File: src/rtl/clk_switch_ctrl.sv
// Sequencer for a two-source glitch-free clock mux, clocked by the always-on reference clock.
// Handles enabling the target source, waiting for it to be stable, handing over the mux select and gating the old source.
module clk_switch_ctrl #(
    parameter int unsigned STABLE_TIMEOUT = 1024,
    parameter int unsigned SETTLE_CYCLES  = 8,
    parameter int unsigned CNT_W          = 11,
    parameter int unsigned GATE_OLD       = 1
) (
    input  logic       clk,
    input  logic       rst_n,
    input  logic       req_valid,
    input  logic       req_src,
    output logic       req_ready,
    input  logic [1:0] src_stable,
    output logic [1:0] src_en,
    output logic       select,
    output logic       cur_src,
    output logic       busy,
    output logic       done,
    output logic       err
);

    localparam logic [2:0] ST_IDLE   = 3'd0;
    localparam logic [2:0] ST_ENABLE = 3'd1;
    localparam logic [2:0] ST_SWITCH = 3'd2;
    localparam logic [2:0] ST_GATE   = 3'd3;
    localparam logic [2:0] ST_DONE   = 3'd4;
    localparam logic [2:0] ST_ERR    = 3'd5;

    localparam logic [CNT_W-1:0] TIMEOUT_LAST = CNT_W'(STABLE_TIMEOUT - 1);
    localparam logic [CNT_W-1:0] SETTLE_LAST  = CNT_W'(SETTLE_CYCLES - 1);

    logic [2:0]       state;
    logic [2:0]       state_next;
    logic [CNT_W-1:0] cnt;
    logic [CNT_W-1:0] cnt_inc;
    logic             tgt;
    logic             other;
    logic [1:0]       stable_meta;
    logic [1:0]       stable_sync;

    // The stable flags come from other clock domains, so they pass through two flops first.
    always_ff @(posedge clk or negedge rst_n) begin
        if (!rst_n) begin
            stable_meta <= '0;
            stable_sync <= '0;
        end else begin
            stable_meta <= src_stable;
            stable_sync <= stable_meta;
        end
    end

    assign cnt_inc = (cnt == '1) ? cnt : cnt + 1'b1;
    assign other   = ~tgt;

    always_comb begin
        state_next = state;
        case (state)
            ST_IDLE: begin
                if (req_valid) begin
                    state_next = (req_src == cur_src) ? ST_DONE : ST_ENABLE;
                end
            end
            ST_ENABLE: begin
                // A stable report wins over a timeout seen in the same cycle.
                if (stable_sync[tgt]) begin
                    state_next = ST_SWITCH;
                end else if (cnt >= TIMEOUT_LAST) begin
                    state_next = ST_ERR;
                end
            end
            ST_SWITCH: begin
                if (cnt >= SETTLE_LAST) begin
                    state_next = (GATE_OLD != 0) ? ST_GATE : ST_DONE;
                end
            end
            ST_GATE:  state_next = ST_DONE;
            ST_DONE:  state_next = ST_IDLE;
            ST_ERR:   state_next = ST_IDLE;
            default:  state_next = ST_IDLE;
        endcase
    end

    always_ff @(posedge clk or negedge rst_n) begin
        if (!rst_n) begin
            state   <= ST_IDLE;
            cnt     <= '0;
            tgt     <= 1'b0;
            select  <= 1'b0;
            cur_src <= 1'b0;
            src_en  <= 2'b01;
        end else begin
            state <= state_next;
            case (state)
                ST_IDLE: begin
                    if (req_valid) begin
                        tgt <= req_src;
                        cnt <= '0;
                        if (req_src != cur_src) begin
                            src_en[req_src] <= 1'b1;
                        end
                    end
                end
                ST_ENABLE: begin
                    if (state_next == ST_SWITCH) begin
                        select <= tgt;
                        cnt    <= '0;
                    end else if (state_next == ST_ERR) begin
                        src_en[tgt] <= 1'b0;
                    end else begin
                        cnt <= cnt_inc;
                    end
                end
                ST_SWITCH: begin
                    // Handover is complete once the settle window has elapsed.
                    if (state_next != ST_SWITCH) begin
                        cur_src <= tgt;
                        if (state_next == ST_GATE) begin
                            src_en[other] <= 1'b0;
                        end
                    end else begin
                        cnt <= cnt_inc;
                    end
                end
                default: begin
                end
            endcase
        end
    end

    assign req_ready = (state == ST_IDLE);
    assign busy      = (state != ST_IDLE);
    assign done      = (state == ST_DONE);
    assign err       = (state == ST_ERR);

endmodule

File: config.mk
export PLATFORM = sky130hd
export DESIGN_NAME = clk_switch_ctrl
export DESIGN_NICKNAME = d
export VERILOG_FILES = /design/src/rtl/clk_switch_ctrl.sv
export SDC_FILE = /design/constraint.sdc
export NUM_CORES = 1
export LEC_CHECK = 0
export ABC_CLOCK_PERIOD_IN_PS = 2510
export CORE_ASPECT_RATIO = 0.6
export CORE_MARGIN = 2
export CORE_UTILIZATION = 35
export DETAILED_ROUTE_END_ITERATION = 16
export HOLD_SLACK_MARGIN = 0.02
export PLACE_DENSITY = 0.57
export SLEW_MARGIN = 20
export SYNTH_ARGS = -nofsm -noshare
export SYNTH_HDL_FRONTEND = slang
export SYNTH_SLANG_ARGS = --single-unit
File: constraint.sdc
create_clock -name clk -period 2.51 [get_ports clk]
set_input_delay 0.753 -clock clk [delete_from_list [all_inputs] [get_ports clk]]
set_output_delay 0.753 -clock clk [all_outputs]
set_load 0.05 [all_outputs]
==> flow_metrics.py <==
metrics = {
    "synth": {
        "synthArstFlopShare_pct": 100,
        "ys_seq_elements": 23,
        "synth-seq-area-share_pct": 44.7,
        "synth.area.top_cells": "dfrtp_1 43%, o21ai_0 4.3%, nand2_1 4.1%, nor2_1 3.5%, a21oi_1 3.1%",
        "synth_top_cell_by_area": "dfrtp_1",
        "avgSynthCellArea_sq_um": 9.49,
        "syn_inst": 136,
        "synth_edf_count": 0,
        "synth_nets": 143,
        "yosysWarnings": 0,
        "netlist.area_leader.share_pct": 42.7,
        "synth_cell_types": 42,
        "syn_area_sq_um": 1290,
        "ys.flop_type": "dfrtp_1",
    },
    "floorplan": {
        "start_util_pct": 35.9,
        "rows": 17,
        "core-area_sq_um": 3590,
        "die_x_microns": 82.4,
        "ios": 14,
        "dieArea_sq_um": 4200,
        "die_y_microns": 51.0,
    },
    "setup_path": {
        "cpLargestDelayFamily": "buffers and inverters",
        "crit_fanout": 2,
        "path_class": "register to output port",
        "slowest_delay_ns": 0.80,
        "cp_data_required_time_ns": 1.76,
        "start_kind": "register",
        "slowest_stage": "clkdlybuf4s50_1",
        "crit_path_cell_trace": "clkdlybuf4s50_1",
        "crit_path_end_kind": "output port",
        "worst-path-buf-inv": 1,
        "arrival_ns": 1.61,
    },
    "run_status": {
        "status": "completed",
    },
    "cts": {
        "cts-hold-fix-buffers": 0,
        "path_clk_slew_ns": 0.09,
        "clk_path_buf_depth": 2,
        "cts_tree": "built",
        "clk_latency_ns": 0.27,
        "cts.sinks": 23,
        "cts_setup_buffers": 0,
        "cts-root-buf": "clkbuf_8",
        "cts_made_buffers": 3,
        "htreeDepth": 1,
    },
    "sta": {
        "tns_ns": 0,
        "setup_slack_ns": 0.151,
        "setup_viol": 0,
        "relSlewSlack_pct": 63.4,
        "fmax_ghz": 0.424,
        "finalHoldViolCount": 0,
        "slew_viol_final": 0,
        "tightest_slew_ns": 0.548,
        "rsz0062_at_grt": "no",
        "period_needed_ns": 2.36,
        "clock_skew_ns": 0.00269,
        "finalCritPeriodShare_pct": 94.0,
    },
    "global_route": {
        "grt_usage_pct": 15.9,
        "grt_pass1_wl_mm": 5.03,
        "antenna_found_initial": 0,
        "grt_pass1_vias": 1064,
        "overflow": 0,
        "grt_max_degree": 24,
    },
    "power": {
        "seqPwrFrac_pct": 33.4,
        "power.density_nw_per_um2": 987,
        "total_power_mw": 1.49,
        "comb_power_share_pct": 50.3,
        "clockPowerShare_pct": 16.3,
        "p_sw_share_pct": 45.7,
        "vdd_drop_max_uv": 700,
        "p_switching_mw": 0.681,
        "p_leak_nw": 0.650,
        "p_int_mw": 0.809,
    },
    "placement": {
        "dpl.hpwl_mm": 2.03,
        "gp_congestion": 0.773,
        "pre_cts_slack_ns": 0.0926,
        "port-buffer-count": 13,
    },
    "routing": {
        "drt-total-wl_mm": 2.77,
        "route.detailed.wl_per_inst_microns": 13.9,
        "vias": 1036,
        "drc": 0,
        "antenna_left": 0,
        "first_pass_iters": 4,
        "drt-initial-drc-count": 58,
        "viasPerCell": 5.21,
    },
    "cells_and_area": {
        "post-route-util_pct": 42.0,
        "diodes": 0,
        "final_common_cell": "dfrtp_1",
        "final_cell_mix": "22 x dfrtp_1, 14 x nand2_1, 12 x nor2_1",
        "area_delta_synth_final_pct": 17.0,
        "drive_gt1_share_pct": 16.4,
        "nets": 160,
    },
    "job": {
        "max-cap-violations": 0,
    },
    "min_path": {
        "hold_class": "register to register",
    },
}
-- layer usage --
layer	share of wire, %	global-route usage (%)
met5	0	0
met2	43	23.0
met1	52	22.7
met3	4.1	4.77
met4	0.87	5.00
-- through the flow --
step / hold WS [ns] / area (sq um) / cells
2_1_floorplan: 0.331 / 1290 / 136
3_3_place_gp: 0.336 / 1460 / 195
3_5_place_dp: 0.339 / 1460 / 195
4_1_cts: 0.361 / 1510 / 199
5_1_grt: 0.374 / 1510 / 199
6_report: 0.356 / 1510 / 199
-- sequential cells by signal, indices dropped and copies added (netlist names) --
name / flops
state: 3
select: 1
cur_src: 1
cnt: 11
tgt: 1
stable_sync: 2
stable_meta: 2
src_en: 2
-- worst paths after layout --
check	startpoint	endpoint	slack, ns	cells after the start
min in group asynchronous	rst_n	cnt[7]	0.83	2
max reg2reg	cnt[4]	cnt[6]	0.54	5
max in group asynchronous	rst_n	src_en[0]	1.40	2
min	stable_meta[0]	stable_sync[0]	0.36	0
min reg2reg	stable_meta[0]	stable_sync[0]	0.36	0
max	src_en[0]	src_en[0]	0.15	1
-- power by group through the flow --
stage,clock network [mW],logic (mW),registers [mW]
detailed placement,0,0.763,0.503
global route,0.273,0.820,0.508
floorplan,0,0.477,0.560
CTS,0.259,0.756,0.497
finish,0.242,0.749,0.498
global placement,0,0.745,0.502
-- synth_stat cells (2+ instances only) --
library cell and count:
o21ba_2 2, nand2_1 14, nand2b_1 4, buf_4 3, buf_6 3, and3_1 3
a21oi_1 8, a41oi_1 2, nand3_1 7, o21ai_0 11, nor3_1 4, inv_1 6
a31oi_1 2, o22a_1 2, nor2_1 12, nand4_1 4, o31ai_1 3, dfrtp_1 22
-- cell type report --
type,instances,area [sq um]
Multi-Input combinational cell,100,636
Fill cell,370,2090
Inverter,6,22.5
Timing Repair Buffer,19,166
Sequential cell,23,577
Tap cell,47,58.8
Clock buffer,3,41.3
Clock inverter,1,7.51
-- cells by family after synthesis --
family,share of synthesized area (%)
mux,1.65
buf+inv,6.40
flops,44.7
simple gates,22.8
fa+ha+maj,0.970
xor+xnor,0.679
compound gates,22.8
-- timing repair --
action,in CTS,in global routing
gates resized for setup,1,0
setup endpoints to repair,1,0
hold endpoints to repair,0,0
Power figures use the tool's default switching activity.
